[src/rtl/inst_fetch_pkg.sv]
// Shared definitions for the instruction-fetch stage.
// Holds bus widths, common constants and the fetch FSM encoding.
package inst_fetch_pkg;

    localparam int          InstAddrBus = 32;
    localparam int          InstBus     = 32;
    localparam logic [31:0] ZeroWord    = 32'h0000_0000;
    localparam logic        RstEnable   = 1'b1;
    localparam logic        ChipEnable  = 1'b1;
    localparam logic        ChipDisable = 1'b0;

    // Fetch FSM: BOOT keeps the ROM disabled for one cycle after reset,
    // RUN fetches every cycle, HOLD keeps the ROM enabled with a frozen PC.
    typedef enum logic [1:0] {
        IfBoot = 2'd0,
        IfRun  = 2'd1,
        IfHold = 2'd2
    } if_state_t;

endpackage

[src/rtl/inst_fetch_if_id_reg.sv]
// IF/ID boundary register.
// Flush zeroes it, stall_id holds it, stall_if inserts a bubble; otherwise
// it captures the current PC/ROM word. Misaligned PCs capture a zero word
// with the address-error flag set.
// Ports:
//   clk, rst              clock, synchronous active-high reset
//   flush, stall_if/id    pipeline control
//   pc, inst, ce          current fetch (PC, ROM word, ROM chip enable)
//   id_pc/inst/valid/adel registered outputs to decode
module if_id_reg
    import inst_fetch_pkg::*;
#(
    parameter int ADDR_W = 32,
    parameter int INST_W = 32
) (
    input  logic              clk,
    input  logic              rst,
    input  logic              flush,
    input  logic              stall_if,
    input  logic              stall_id,
    input  logic [ADDR_W-1:0] pc,
    input  logic [INST_W-1:0] inst,
    input  logic              ce,
    output logic [ADDR_W-1:0] id_pc,
    output logic [INST_W-1:0] id_inst,
    output logic              id_valid,
    output logic              id_adel
);

    logic misaligned;
    assign misaligned = |pc[1:0];

    always_ff @(posedge clk) begin
        if (rst == RstEnable || flush) begin
            id_pc    <= '0;
            id_inst  <= '0;
            id_valid <= 1'b0;
            id_adel  <= 1'b0;
        end else if (stall_id) begin
            id_pc    <= id_pc;
            id_inst  <= id_inst;
            id_valid <= id_valid;
            id_adel  <= id_adel;
        end else if (stall_if) begin
            id_pc    <= '0;
            id_inst  <= '0;
            id_valid <= 1'b0;
            id_adel  <= 1'b0;
        end else begin
            id_pc    <= pc;
            id_valid <= ce;
            id_inst  <= misaligned ? '0 : inst;
            id_adel  <= misaligned;
        end
    end

endmodule

[src/rtl/inst_fetch.sv]
// Instruction-fetch stage: program counter, ROM interface, fetch FSM,
// IF/ID register and retired-fetch counter.
// Ports:
//   clk, rst                       clock, synchronous active-high reset
//   stall_if, stall_id, flush      pipeline control
//   new_pc                         flush target
//   branch_flag_i, branch_target_address_i  branch redirect from ID
//   rom_ce_o, rom_addr_o, rom_inst_i        combinational ROM interface
//   id_pc_o, id_inst_o, id_valid_o, id_adel_o  IF/ID contents
//   fetch_cnt_o                    number of valid fetches accepted
module inst_fetch
    import inst_fetch_pkg::*;
#(
    parameter logic [31:0] RESET_PC = 32'h0000_0000,
    parameter int          ADDR_W   = 32,
    parameter int          INST_W   = 32
) (
    input  logic              clk,
    input  logic              rst,
    input  logic              stall_if,
    input  logic              stall_id,
    input  logic              flush,
    input  logic [ADDR_W-1:0] new_pc,
    input  logic              branch_flag_i,
    input  logic [ADDR_W-1:0] branch_target_address_i,
    output logic              rom_ce_o,
    output logic [ADDR_W-1:0] rom_addr_o,
    input  logic [INST_W-1:0] rom_inst_i,
    output logic [ADDR_W-1:0] id_pc_o,
    output logic [INST_W-1:0] id_inst_o,
    output logic              id_valid_o,
    output logic              id_adel_o,
    output logic [31:0]       fetch_cnt_o
);

    localparam logic [ADDR_W-1:0] PC_INIT = ADDR_W'(RESET_PC);

    if_state_t         state_reg, state_next;
    logic [ADDR_W-1:0] pc_reg, pc_next;
    logic [31:0]       fetch_cnt_reg;
    logic              fetch_accept;

    // State register and PC
    always_ff @(posedge clk) begin
        if (rst == RstEnable) begin
            state_reg <= IfBoot;
            pc_reg    <= PC_INIT;
        end else begin
            state_reg <= state_next;
            pc_reg    <= pc_next;
        end
    end

    // Next state, next PC and ROM enable
    always_comb begin
        state_next = state_reg;
        pc_next    = pc_reg;
        rom_ce_o   = ChipEnable;

        case (state_reg)
            IfBoot: begin
                rom_ce_o   = ChipDisable;
                state_next = IfRun;
            end
            IfRun: begin
                if (stall_if && !flush) state_next = IfHold;
            end
            IfHold: begin
                if (!stall_if || flush) state_next = IfRun;
            end
            default: begin
                state_next = IfBoot;
            end
        endcase

        // A branch seen while stalled is dropped; ID re-presents it.
        if (flush) begin
            pc_next = new_pc;
        end else if (stall_if || state_reg == IfBoot) begin
            pc_next = pc_reg;
        end else if (branch_flag_i) begin
            pc_next = branch_target_address_i;
        end else begin
            pc_next = pc_reg + ADDR_W'(4);
        end
    end

    assign rom_addr_o = pc_reg;

    if_id_reg #(
        .ADDR_W(ADDR_W),
        .INST_W(INST_W)
    ) u_if_id_reg (
        .clk      (clk),
        .rst      (rst),
        .flush    (flush),
        .stall_if (stall_if),
        .stall_id (stall_id),
        .pc       (pc_reg),
        .inst     (rom_inst_i),
        .ce       (rom_ce_o),
        .id_pc    (id_pc_o),
        .id_inst  (id_inst_o),
        .id_valid (id_valid_o),
        .id_adel  (id_adel_o)
    );

    // Counts exactly the captures that load a valid fetch into IF/ID.
    assign fetch_accept = !flush && !stall_id && !stall_if && rom_ce_o;

    always_ff @(posedge clk) begin
        if (rst == RstEnable) begin
            fetch_cnt_reg <= '0;
        end else if (fetch_accept) begin
            fetch_cnt_reg <= fetch_cnt_reg + 32'd1;
        end
    end

    assign fetch_cnt_o = fetch_cnt_reg;

endmodule

[config.mk]
export PLATFORM = sky130hd
export DESIGN_NAME = inst_fetch
export DESIGN_NICKNAME = d
export VERILOG_FILES = /design/src/rtl/inst_fetch_pkg.sv /design/src/rtl/inst_fetch_if_id_reg.sv /design/src/rtl/inst_fetch.sv
export SDC_FILE = /design/constraint.sdc
export NUM_CORES = 1
export LEC_CHECK = 0
export CORE_MARGIN = 5
export CORE_UTILIZATION = 25
export DETAILED_ROUTE_END_ITERATION = 7
export GPL_TIMING_DRIVEN = 0
export RECOVER_POWER = 100
export SLEW_MARGIN = 20
export SYNTH_ARGS = -nofsm -noshare
export SYNTH_HDL_FRONTEND = slang
export SYNTH_SLANG_ARGS = --single-unit
[constraint.sdc]
create_clock -name clk -period 2.72 [get_ports clk]
set_input_delay 0.408 -clock clk [delete_from_list [all_inputs] [get_ports clk]]
set_output_delay 0.408 -clock clk [all_outputs]
set_load 0.02 [all_outputs]
Yosys cells after proc, flatten, opt, wreduce, memory -nomap -nowiden
Cells that the tools add are included.

Add/sub/neg operators: 2. Eq/ne operators: 5. Mux-type cells: 12. Reduce and logical (&&, ||, !) cells: 13.

Operators with widths (number): two-way mux 32 bit (6); adder 32 x 1 -> 32 bit (second input constant) (1); adder 32 x 3 -> 32 bit (second input constant) (1); != test 2 bit (second input constant) (3); case mux 2 bit (3 select lines) (1); logical AND 1 bit (4); two-way mux 2 bit (2); zero test 1 bit (3); logical OR 1 bit (3); two-way mux 1 bit (3); equality test 2 x 1 -> 1 bit (second input constant) (1); equality test 2 bit (second input constant) (1); zero test 2 bit (1); AND reduction 2 bit (1); OR reduction 2 bit (1).

Flip-flop bits (word level): 132. Bits of input ports: 102. Output and inout port bits: 131.

Logic depth before layout (Yosys ltp)
Word-level depth: 4. Mapped depth: 8. Gate-level depth less buffers: 6.

Cells and area by module
Synthesis repeated with hierarchy kept, for this count alone.

Cell total of the unflattened synthesis: 669. Area total of the unflattened synthesis: 5974.5 µm².

Modules (own cells, without submodules): inst_fetch (instances 1, cells each 479, area each 3833.7 µm², sequential area each 1321.3 µm²); if_id_reg (instances 1, cells each 190, area each 2140.8 µm², sequential area each 1321.3 µm²).

Least setup slack after synthesis
No wires, ideal clock.

Kind: register -> register. From: reg fetch_cnt_reg[3], in the netlist fetch_cnt_o[3]. To: reg fetch_cnt_reg[28], in the netlist fetch_cnt_o[28]. Setup time: 0.121 ns. Arrival: 2.047 ns. Required time: 2.599 ns. Slack: 0.552 ns. Stages on the path, launching flop included: 7. Buffers on the path: 1. Path through: dfxtp_1 -> and4_1 -> nand4_1 -> or4_1 -> buf_2 -> nor3_1 -> mux2_2.

Cells in the longest elaborated chain, start to end: 1.

Ends and longest elaborated chain: from (decl) (RTL line inst_fetch.sv:40) `logic [31:0] fetch_cnt_reg;`; from (signal assigned) (RTL line inst_fetch.sv:115) `fetch_cnt_reg <= fetch_cnt_reg + 32'd1;`; adder 32 x 1 -> 32 bit (RTL line inst_fetch.sv:115).

No other way between the ends. A chain may end at the register's enable or synchronous reset.

Final worst setup path
From: in branch_flag_i. To: reg pc_reg[10], in the netlist rom_addr_o[10].

Cells in the longest elaborated chain, start to end: 3.

Ends and longest elaborated chain: from (decl) (RTL line inst_fetch.sv:24) `input logic branch_flag_i,`; two-way mux 32 bit (RTL line inst_fetch.sv:81) `end else if (branch_flag_i) begin`; two-way mux 32 bit (RTL line inst_fetch.sv:79) `end else if (stall_if || state_reg == IfBoot) begin`; two-way mux 32 bit (RTL line inst_fetch.sv:77) `if (flush) begin`; to (signal assigned) (RTL line inst_fetch.sv:50) `pc_reg <= pc_next;`; to (decl) (RTL line inst_fetch.sv:39) `logic [ADDR_W-1:0] pc_reg, pc_next;`.

No other way between the ends. The select of a mux whose other input is x is not followed.

==> results.txt <==
vias in the first global route: 6502
Final period util: 95.31%
crit path launch type: primary input
leading area contributor after synthesis: dfxtp_1
Clock Latency Late Sink: 0.42 ns
Min Hold Slack: 0.3857 ns
outcome: finished, final reports clean
worst-margin pin slew: 0.9211 ns
Critical Path, Cell by Cell: clkdlybuf4s50_1 -> clkbuf_1 -> nor2b_1 -> clkbuf_1 -> a22oi_1 -> a21oi_1 -> nor2_1 -> a311oi_1
Post-DRT Antenna Nets: 0
CTS Buf Count: 17
FMAX: 0.3857 GHz
Max Slew Vio Count: 0
post-layout min period: 2.592 ns
total vias in the final route: 6817
Synth Cell Area: 0.006252 sq mm
grt ovf: 0
RSZ-0062 raised after global routing: false
Vias/cell: 5.016
WL/cell: 19.21 um
clock tree sinks: 132
global-route usage over all layers: 17.83%
WP data required: 3.04 ns
largest net degree at the start of global routing: 17
EDFF count, synth: 0
WP data arrival: 2.92 ns
Peak VDD IR: 0.0002332 V
Die ar.: 0.02827 sq mm
CP Max Fanout: 10
core area: 0.02446 sq mm
top-area cell type share of the netlist area: 42.27%
layout cells sized above 1: 4.937%
synth cell count leaders: dfxtp_1, nor2_1, a21oi_1, nand2_1, clkbuf_1
DRC Markers: 0
DRT iter0 DRCs: 514
first-pass GRT wire length: 39420 um
nets@finish: 1124
row count: 57
H-tree Lvls: 4
CP max-delay cell: clkbuf_1
static leakage: 3.704 nW
cell repeated most along the worst path: clkbuf_1
# setup viols final: 0
Ports: 233
clk slew on worst S/H paths: 0.06 ns
Final Skew: 0.01221 ns
pre-CTS setup slack: -0.2398 ns
syn_nets: 875
Synth area leaders: dfxtp_1, nor2_1, a21oi_1, a22oi_1, nor3b_1
Mean Syn Cell Area: 8.109 sq um
drt total wl: 26100 um
Yosys warnings: 0
Post-DP HPWL: 20080 um
critical path endpoint category: register
CTS root buf: clkbuf_16
slew margin rel.: 38.08%
Area growth, synth to finish: 53.13%
CP max stage delay: 0.52 ns
Die Span X: 168.1 um
class of the worst hold path: in2reg
PD cells: 542.7 mW/mm^2
hold buffer count at cts: 0
DRT Pass-1 Iters: 6
initial antenna violation count: 3
register area share after synthesis: 42.27%
Placer Congestion: 0.8763
number of buffers added on ports: 230
Post-CTS Setup Inserts: 0
clock tree buffer depth: 2
kind of critical path: in2reg
cells resized by post-CTS repair: 0
CTS tree: done
Die Ht: 168.1 um
Final WS setup: 0.1276 ns
FFs w/ async S/R, synth: 0%
Synth Register Bits: 132
Fin Setup TNS: 0 ns
Fin. Hold Viols: 0
Max-Cap Viols: 0
top-count cell post-synth: dfxtp_1
synthesized instance count: 771
Distinct cells, synth: 60
top_reg_cell synth: dfxtp_1
Initial Util: 25.56%
cell families (layout without fill, tap and decap cells):
group	count (synthesis)	in the layout	synth area share, %
and+or+nand+nor	330	330	26.80
AOI/OAI and AO/OA	205	205	21.43
DFF	132	132	42.27
buffers and inverters	72	334	4.503
xor gates and xnor gates	17	17	2.382
muxes	12	12	2.061
adders and majority gates	3	3	0.5603
other	0	2	0
path summary, 6_finish.rpt:
kind,slack (ns),cells past startpoint,endpoint,from
setup / recovery,0.13,8,rom_addr_o[10],branch_flag_i
hold / removal,0.39,4,u_if_id_reg.id_pc[20],stall_if
setup reg to reg,0.40,6,fetch_cnt_o[28],fetch_cnt_o[10]
hold reg to reg,0.46,2,u_if_id_reg.id_adel,u_if_id_reg.id_adel
per-stage QoR:
stage	power [W]	std cells	area (sq um)	util [%]
after global placement	0.002822	1325	8960	36.63
after detailed placement	0.002821	1325	8960	36.63
after global routing	0.005392	1359	9574	39.14
after floorplan	0.002424	771	6252	-
after CTS	0.005267	1357	9580	39.16
final	0.005196	1359	9574	39.14
placed cells by master (no fill, tap or decap), types with 18 or more instances in the layout:
cell type,netlist,routed
nand3_1,27,28
dlygate4sd3_1,0,132
o21ai_0,28,28
nor3b_1,28,28
nor2_1,119,119
clkbuf_1,45,54
dfxtp_1,132,132
clkdlybuf4s50_1,0,98
a22oi_1,41,41
a21oi_1,71,71
nand4_1,21,21
nand2_1,47,47
nor3_1,17,18
routing by layer:
metal  vias up  GRT usage [%]  wire length, um
li1       3316              -                -
met1      3197          23.44            11450
met2       259          29.07            12410
met3        43          3.353             1548
met4         2          6.775              683
met5         -              0               13
where the power goes:
| part | internal [W] | switching [W] | leakage (nW) | total [W] |
|---|---|---|---|---|
| registers | 0.00199 | 0.0000851 | 1.07 | 0.00207 |
| logic | 0.000320 | 0.000372 | 2.33 | 0.000693 |
| clock network | 0.00152 | 0.000907 | 0.301 | 0.00243 |
critical path: cells and delay by family:
kind,cells,cell delay (ns)
AOI/OAI and AO/OA,3,0.66
buffers and inverters,3,1.37
and+or+nand+nor,2,0.47
cell type report:
| type | count | area, sq um |
|---|---|---|
| sequential | 132 | 2643 |
| antenna | 2 | 5.005 |
| inverter | 16 | 60.06 |
| clock buffer | 22 | 474.2 |
| multi-input combinational | 567 | 3318 |
| fill | 2494 | 14890 |
| buffer | 56 | 220.2 |
| clock inverter | 10 | 146.4 |
| tap | 324 | 405.4 |
| timing repair buffer | 230 | 2302 |
(Power assumes the default switching activity.)
